[src/rtl/aes_pkg.sv]
// aes_pkg: shared AES-128 constants, round-key word type and the state
// encoding for the key-expansion sequencer.
package aes_pkg;

  localparam int AES_NR     = 10;
  localparam int AES_NUM_RK = 11;
  localparam int AES_KEY_W  = 128;
  localparam int AES_RND_W  = 5;
  localparam int AES_IDX_W  = 4;

  // Highest valid round-key index, sized to the read-index and round-counter width
  localparam logic [AES_IDX_W-1:0] AES_LAST_IDX = 4'(AES_NR);

  typedef logic [AES_KEY_W-1:0] rk_word_t;

  typedef enum logic [2:0] {
    ST_IDLE   = 3'd0,
    ST_LOAD   = 3'd1,
    ST_EXPAND = 3'd2,
    ST_FINAL  = 3'd3,
    ST_DONE   = 3'd4
  } kexp_state_e;

endpackage

[src/rtl/key_scheduler.sv]
// key_scheduler: one AES-128 key-expansion round per clock, registered output.
// round_i == 0 passes key_i straight through, so round key 0 comes out of the
// same register as all the others. The register has no reset on purpose; the
// sequencer never captures it outside the cycles where it holds valid data.
// Word 0 of a key is bits [127:96], and byte 0 is bits [127:120].
import aes_pkg::*;

module key_scheduler (
  input  logic                 clk,
  input  logic [AES_RND_W-1:0] round_i,
  input  rk_word_t             key_i,
  output rk_word_t             key_o
);

  // Forward S-box, entry 0 in the most significant byte
  localparam logic [2047:0] SBOX_TABLE = {
    128'h637c777bf26b6fc53001672bfed7ab76, 128'hca82c97dfa5947f0add4a2af9ca472c0,
    128'hb7fd9326363ff7cc34a5e5f171d83115, 128'h04c723c31896059a071280e2eb27b275,
    128'h09832c1a1b6e5aa0523bd6b329e32f84, 128'h53d100ed20fcb15b6acbbe394a4c58cf,
    128'hd0efaafb434d338545f9027f503c9fa8, 128'h51a3408f929d38f5bcb6da2110fff3d2,
    128'hcd0c13ec5f974417c4a77e3d645d1973, 128'h60814fdc222a908846eeb814de5e0bdb,
    128'he0323a0a4906245cc2d3ac629195e479, 128'he7c8376d8dd54ea96c56f4ea657aae08,
    128'hba78252e1ca6b4c6e8dd741f4bbd8b8a, 128'h703eb5664803f60e613557b986c11d9e,
    128'he1f8981169d98e949b1e87e9ce5528df, 128'h8ca1890dbfe6426841992d0fb054bb16
  };

  function automatic logic [7:0] sbox(input logic [7:0] b);
    // entry b sits at bit offset (255-b)*8 == {~b, 3'b000}
    return SBOX_TABLE[{~b, 3'b000} +: 8];
  endfunction

  function automatic logic [7:0] rcon(input logic [AES_RND_W-1:0] r);
    case (r)
      5'd1:    return 8'h01;
      5'd2:    return 8'h02;
      5'd3:    return 8'h04;
      5'd4:    return 8'h08;
      5'd5:    return 8'h10;
      5'd6:    return 8'h20;
      5'd7:    return 8'h40;
      5'd8:    return 8'h80;
      5'd9:    return 8'h1b;
      5'd10:   return 8'h36;
      default: return 8'h00;
    endcase
  endfunction

  function automatic rk_word_t next_rk(input rk_word_t k, input logic [AES_RND_W-1:0] r);
    logic [31:0] w0, w1, w2, w3, rot, t, n0, n1, n2, n3;
    w0  = k[127:96];
    w1  = k[95:64];
    w2  = k[63:32];
    w3  = k[31:0];
    rot = {w3[23:0], w3[31:24]};
    t   = {sbox(rot[31:24]), sbox(rot[23:16]), sbox(rot[15:8]), sbox(rot[7:0])}
          ^ {rcon(r), 24'h0};
    n0  = w0 ^ t;
    n1  = w1 ^ n0;
    n2  = w2 ^ n1;
    n3  = w3 ^ n2;
    return {n0, n1, n2, n3};
  endfunction

  // Register one expansion step (or pass-through for round 0)
  always_ff @(posedge clk) begin
    key_o <= (round_i == '0) ? key_i : next_rk(key_i, round_i);
  end

endmodule

[src/rtl/key_expansion_ctrl.sv]
// key_expansion_ctrl: drives key_scheduler through rounds 0..10, feeding each
// result back as the next input, and captures all 11 round keys into a store
// read combinationally by index.
// Optional build macro KEYEXP_DEC_ORDER_EN adds rk_rd_dec_i, which reverses
// the index (rk[10-idx]) for decryption-order reads.
//
// state  | meaning
// IDLE   | no schedule ever requested since reset
// LOAD   | scheduler passing key_q through as round key 0
// EXPAND | cnt=k: capture rk[k-1], scheduler computes rk[k]
// FINAL  | capture rk[10], pulse done
// DONE   | store valid; a new start restarts expansion
import aes_pkg::*;

module key_expansion_ctrl (
  input  logic                 clk,
  input  logic                 rst_n,
  input  logic                 start_i,
  input  rk_word_t             key_i,
  output logic                 busy_o,
  output logic                 done_o,
  output logic                 keys_valid_o,
  input  logic [AES_IDX_W-1:0] rk_rd_idx_i,
`ifdef KEYEXP_DEC_ORDER_EN
  input  logic                 rk_rd_dec_i,
`endif
  output rk_word_t             rk_rd_data_o
);

  kexp_state_e          state_q;
  logic [AES_IDX_W-1:0] cnt_q;
  rk_word_t             key_q;
  rk_word_t             rk_q [0:AES_NUM_RK-1];
  logic                 busy_q, done_q, keys_valid_q;

  logic [AES_RND_W-1:0] sched_round_d;
  rk_word_t             sched_key_d;
  rk_word_t             sched_out;
  logic [AES_IDX_W-1:0] rd_sel_d;

  key_scheduler u_key_sched (
    .clk     (clk),
    .round_i (sched_round_d),
    .key_i   (sched_key_d),
    .key_o   (sched_out)
  );

  // Scheduler drive: load the sampled key once, then chain its own output
  always_comb begin
    sched_round_d = '0;
    sched_key_d   = sched_out;
    if (state_q == ST_EXPAND) sched_round_d = {1'b0, cnt_q};
    if (state_q == ST_LOAD)   sched_key_d   = key_q;
  end

  // Sequencer FSM with registered status outputs and round-key store
  always_ff @(posedge clk or negedge rst_n) begin
    if (!rst_n) begin
      state_q      <= ST_IDLE;
      cnt_q        <= '0;
      key_q        <= '0;
      busy_q       <= 1'b0;
      done_q       <= 1'b0;
      keys_valid_q <= 1'b0;
      for (int i = 0; i < AES_NUM_RK; i++) rk_q[i] <= '0;
    end else begin
      done_q <= 1'b0;
      case (state_q)
        ST_IDLE, ST_DONE: begin
          if (start_i) begin
            key_q        <= key_i;
            busy_q       <= 1'b1;
            keys_valid_q <= 1'b0;
            cnt_q        <= '0;
            state_q      <= ST_LOAD;
          end
        end
        ST_LOAD: begin
          cnt_q   <= 4'd1;
          state_q <= ST_EXPAND;
        end
        ST_EXPAND: begin
          rk_q[cnt_q - 4'd1] <= sched_out;
          cnt_q              <= cnt_q + 4'd1;
          if (cnt_q == AES_LAST_IDX) state_q <= ST_FINAL;
        end
        ST_FINAL: begin
          rk_q[AES_NR] <= sched_out;
          busy_q       <= 1'b0;
          done_q       <= 1'b1;
          keys_valid_q <= 1'b1;
          state_q      <= ST_DONE;
        end
        default: state_q <= ST_IDLE;
      endcase
    end
  end

  // Combinational store read; out-of-range index reads as zero
  always_comb begin
    rk_rd_data_o = '0;
    rd_sel_d     = rk_rd_idx_i;
`ifdef KEYEXP_DEC_ORDER_EN
    if (rk_rd_dec_i) rd_sel_d = AES_LAST_IDX - rk_rd_idx_i;
`endif
    if (rk_rd_idx_i <= AES_LAST_IDX) rk_rd_data_o = rk_q[rd_sel_d];
  end

  assign busy_o       = busy_q;
  assign done_o       = done_q;
  assign keys_valid_o = keys_valid_q;

endmodule
[config.mk]
export PLATFORM = sky130hd
export DESIGN_NAME = key_expansion_ctrl
export DESIGN_NICKNAME = d
export VERILOG_FILES = /design/src/rtl/aes_pkg.sv /design/src/rtl/key_scheduler.sv /design/src/rtl/key_expansion_ctrl.sv
export SDC_FILE = /design/constraint.sdc
export NUM_CORES = 2
export LEC_CHECK = 0
export CORE_UTILIZATION = 60
export DETAILED_ROUTE_END_ITERATION = 8
export GPL_TIMING_DRIVEN = 0
export PLACE_DENSITY = 0.78
export SYNTH_ARGS = -nofsm -noshare
export SYNTH_HDL_FRONTEND = slang
export SYNTH_SLANG_ARGS = --single-unit
[constraint.sdc]
create_clock -name clk -period 5.6 [get_ports clk]
set_input_delay 0.56 -clock clk [delete_from_list [all_inputs] [get_ports clk]]
set_output_delay 0.56 -clock clk [all_outputs]
set_load 0.01 [all_outputs]
==> results of run 1 <==
kinds of logic after synthesis:
logic type | Yosys count | share of synthesized area (%)
muxes | 2145 | 28.87
DFF | 1674 | 44.77
AOI/OAI and AO/OA | 1565 | 11.56
and+or+nand+nor | 1542 | 7.317
buffers and inverters | 873 | 3.957
xor gates and xnor gates | 242 | 2.624
adders and majority gates | 66 | 0.8963
through the flow:
step           instances  setup slack (ps)  hold slack (ps)  instance area [um2]
4_1_cts            10750             2.079            249.7               104500
3_5_place_dp       10420             -2331            462.5                97790
3_3_place_gp       10400            -60650            457.3                97300
2_1_floorplan       8107             943.3            264.4                92130
timing repair:
| action | CTS |
|---|---|
| setup endpoints to repair | 254 |
| pin swaps | 18 |
| resized for setup | 148 |
| hold buffers | 1 |
| setup buffers | 43 |
| endpoints found under the hold margin | 109 |
cell usage after synthesis (21+ instances only):
| cell | instances |
|---|---|
| a221o_1 | 24 |
| o221ai_1 | 35 |
| o22ai_1 | 160 |
| mux4_2 | 260 |
| nand3_1 | 85 |
| xor2_1 | 87 |
| a311oi_1 | 40 |
| mux2i_1 | 466 |
| a211o_1 | 21 |
| a221oi_1 | 37 |
| dfxtp_1 | 128 |
| nor3_1 | 79 |
| buf_2 | 124 |
| ha_1 | 66 |
| and3_1 | 23 |
| nand2b_1 | 53 |
| buf_1 | 88 |
| mux2_2 | 1404 |
| xnor2_1 | 132 |
| o311ai_0 | 36 |
| o31ai_1 | 35 |
| o211ai_1 | 100 |
| nor2b_1 | 42 |
| inv_1 | 48 |
| dfrtp_1 | 1546 |
| o21ai_0 | 271 |
| nor2_1 | 389 |
| nand2_1 | 741 |
| a21oi_1 | 351 |
| a31oi_1 | 74 |
| buf_4 | 26 |
| clkbuf_1 | 568 |
| a211oi_1 | 115 |
metal layers:
| metal | global-route usage [%] | GRT overflow |
|---|---|---|
| met3 | 53.23 | 0 |
| met1 | 73.05 | 0 |
| met5 | 26.85 | 0 |
| met2 | 87.22 | 2 |
| met4 | 64.79 | 2 |
==> impl_metrics.tcl, run 1 <==
set metrics [dict create \
    outcome "aborted with a tool error" \
    stop_stage "5_1_grt" \
    error "[ERROR GRT-0232] Routing congestion too high. Check the congestion heatmap in the GUI." \
    synth_cell_types 108 \
    antenna_found_initial 106 \
    grt_max_degree 199 \
    htree_num_levels 4 \
    chipWidth_um 393.9 \
    cts-root-buf "clkbuf_16" \
    yosys_warnings 0 \
    ys_seq_area_share_pct 44.77 \
    die-height_um 393.9 \
    synth_nets 8308 \
    cts_buffer_depth 3 \
    syn-cell-area_um2 92130 \
    grt_usage_pct 70.32 \
    hpwl_mm 312.0 \
    start_util_pct 60.51 \
    async_flop_share_pct 92.35 \
    synth_ff_type "dfrtp_1" \
    io_buffers 263 \
    numCtsBuffers 164 \
    design.portCount 266 \
    synth_area_leaders "dfrtp_1 42%, mux2_2 17%, mux4_2 6.4%" \
    synthCells 8107 \
    synth-edff-count 0 \
    rows 143 \
    overflow 4 \
    gp_congestion 1.129 \
    yosys.area.top_type "dfrtp_1" \
    syn_avg_cell_area_um2 11.36 \
    endpoint_type "register data pin" \
    ys_ff_latch 1674 \
    cts.sinks 1674 \
    yosysTopAreaCellShare_pct 41.99 \
    worstEndpointGrtRepair "u_key_sched.key_o[18]$_DFF_P_/D" \
]
==> run 2, diff against run 1 <==
Settings changed: CORE_UTILIZATION 60 to 40, PLACE_DENSITY 0.78 to unset, PLACE_DENSITY_LB_ADDON set to 0.15.
==> run 2 against run 1 <==
Net effect: the flow now finishes, with violations (setup timing); area after synthesis stayed put; synthesized cell count unchanged.
==> impl_metrics.tcl, run 2 <==
set metrics [dict create \
    outcome "finished, violations left" \
    violations "setup timing" \
    yosysTopAreaCellShare_pct 41.99 \
    hold_viol_final 0 \
    syn_avg_cell_area_um2 11.36 \
    overflow 0 \
    cp.required_ps 6320 \
    final_common_cell "dfrtp_1" \
    synth-edff-count 0 \
    min_period_ps 5684 \
    drv_slew 0 \
    dr.pass1.iters 9 \
    grt_pass1_vias 75520 \
    fin_util_pct 47.33 \
    via_per_inst 6.364 \
    cts.sinks 1674 \
    crit_path_start_kind "flop" \
    grt_pass1_wl_mm 607.9 \
    worstSetupPathType "flop to flop" \
    cp_max_fo 10 \
    vias 75360 \
    syn-cell-area_um2 92130 \
    synth_top_family_by_area "multiplexers" \
    rsz0062_at_grt "yes" \
    numCtsBuffers 184 \
    clk_pin_slew_ps 60 \
    htree_num_levels 4 \
    worst_r2r_path_depth 14 \
    hpwl_mm 326.0 \
    synth_cell_types 108 \
    synth_adder_area_share_pct 0.8963 \
    hp-class "primary input to asynchronous set/reset pin" \
    cp-endpoint "u_key_sched.key_o[3]" \
    powerDensity_nw_per_um2 786.7 \
    ys_ff_latch 1674 \
    period_share_pct 101.5 \
    setup_viol 14 \
    yosys.area.top_type "dfrtp_1" \
    largest_reg_flops 1408 \
    synthMuxAreaShare_pct 28.87 \
    max_cap_violations 0 \
    antenna_found_initial 32 \
    rr_startpoint "state_q[2]" \
    synth.most_common_cell "dfrtp_1" \
    die_area_um2 232300 \
    dp_slack_ps -2793 \
    r2r-end "u_key_sched.key_o[3]" \
    syn_to_final_growth_pct 17.21 \
    crit_arrival_ps 6400 \
    io_buffers 263 \
    top_register "rk_q" \
    placed_cell_area_um2 99610 \
    design.portCount 266 \
    clk_latency_ps 890 \
    ys_seq_area_share_pct 44.77 \
    grt_max_degree 173 \
    skew_ps 78.27 \
    synth_ff_type "dfrtp_1" \
    ir_worst_vdd_v 0.0004366 \
    finalNetCount 8861 \
    routed_wl_mm 439.2 \
    synth_compound_area_share_pct 11.56 \
    rows 175 \
    synth_nets 8308 \
    ant_nets 0 \
    design_area_um2 108000 \
    die-height_um 481.9 \
    timing.setup.tns_ps -631.8 \
    critPathLaunch "state_q[2]" \
    cts-root-buf "clkbuf_16" \
    synth_area_leaders "dfrtp_1 42%, mux2_2 17%, mux4_2 6.4%" \
    regToRegSetupSlack_ps -80 \
    mostFrequentLayoutCells "1,544 x dfrtp_1, 1,403 x mux2_2, 738 x nand2_1" \
    synthCells 8107 \
    power_leakage_nw 47.24 \
    top_regs "rk_q: 1408 flops, key_q: 128 flops, u_key_sched.key_o: 128 flops" \
    gp_congestion 1.053 \
    endpoint_kind "flop" \
    cts_tree "built" \
    async_flop_share_pct 92.35 \
    chipWidth_um 481.9 \
    avgRoutedWirePerCell_um 37.09 \
    synth-simple-area-share_pct 7.317 \
    grt_usage_pct 37.37 \
    worst_pin_slew_ps 1470 \
    drc 0 \
    start_util_pct 40.38 \
    synth_common_cells "1,546 x dfrtp_1, 1,404 x mux2_2, 741 x nand2_1" \
    maxSlewHeadroom_pct 2.007 \
    yosys_warnings 0 \
    cts_buffer_depth 3 \
    clock.fmax_mhz 175.9 \
    core_area_um2 228200 \
    drive_gt1_share_pct 28.77 \
    num-fill-cells 21020 \
    setup_ws_ps -84.37 \
    synth_xor_area_share_pct 2.624 \
    drt_iter0_drc 8314 \
]
-- run 2: cell counts after synthesis --
Identical to the previous run, type by type.
-- run 2: how the worst min path moves through the flow --
stage	from	to	cells after the start
after CTS	rst_n	rk_q[424]	2
after floorplan	rst_n	busy_o	0
after global placement	rk_q[1034]	rk_q[1034]	2
after global routing	rst_n	rk_q[424]	2
final	rst_n	rk_q[424]	2
after detailed placement	key_q[98]	key_q[98]	2
-- run 2: layout make-up --
class,count,area [um2],area share [%]
diodes,17,42.54,0.03940
plain buffers,807,3552,3.290
clock buffers,265,5369,4.972
clock inverters,77,1265,1.171
inverters,52,219.0,0.2028
multi-input cells,5560,48290,44.72
flip-flops and latches,1674,41250,38.20
well taps,3009,3765,3.486
repair buffers,381,4227,3.914
-- run 2: worst max-delay path, cell delays in order, from the launching register on --
cell       delay (ps)
dfrtp_1           480
clkbuf_1          470
nand4bb_1         340
o21ai_1           280
clkbuf_1          490
clkbuf_2          500
a311oi_1         1110
a311oi_1          100
o21ai_0           270
a21oi_1           130
o221ai_2          410
xor2_2            170
buf_4             180
mux2i_4           410
xnor2_1           210
-- run 2: timing repair --
item / CTS / global route
pin swaps: 21 / 10
gates resized for setup: 189 / 70
buffers inserted: 51 / 17
endpoints found under the hold margin: 90 / 0
endpoints found under the setup margin: 238 / 68
hold buffers: 1 / 0
-- run 2: metal layers --
layer	track usage (%)	vias up	share of wire, %
li1	-	30960	-
met1	49.57	39540	41
met2	57.55	3811	45
met3	7.329	1036	7.9
met4	20.20	14	6.4
met5	0	-	0.021
-- run 2: where the power goes --
part           internal, mW  switching, mW  total [mW]
Clock                  7.71           5.39        13.1
Sequential             17.4           3.91        21.4
Combinational          17.9           32.6        50.5
-- run 2: through the flow --
stage	hold slack [ps]	power, mW	std cells
finish	244.9	84.95	11840
global route	274.0	87.13	11830
CTS	217.8	82.61	11810
detailed placement	467.5	66.97	11430
global placement	457.9	67.04	11380
floorplan	264.4	46.02	8107
-- run 2: logic make-up (layout without fill, tap and decap cells) --
kind of cell             count (synthesis)  in the layout
flip-flops                            1674           1674
XOR/XNOR                               242            242
multiplexers                          2145           2145
adder cells (fa/ha/maj)                 66             66
AO/OA/AOI/OAI                         1565           1565
buffers and inverters                  873           1582
other                                    0             17
AND/OR/NAND/NOR                       1542           1542
Note: power is estimated with default switching activity, not from simulation.
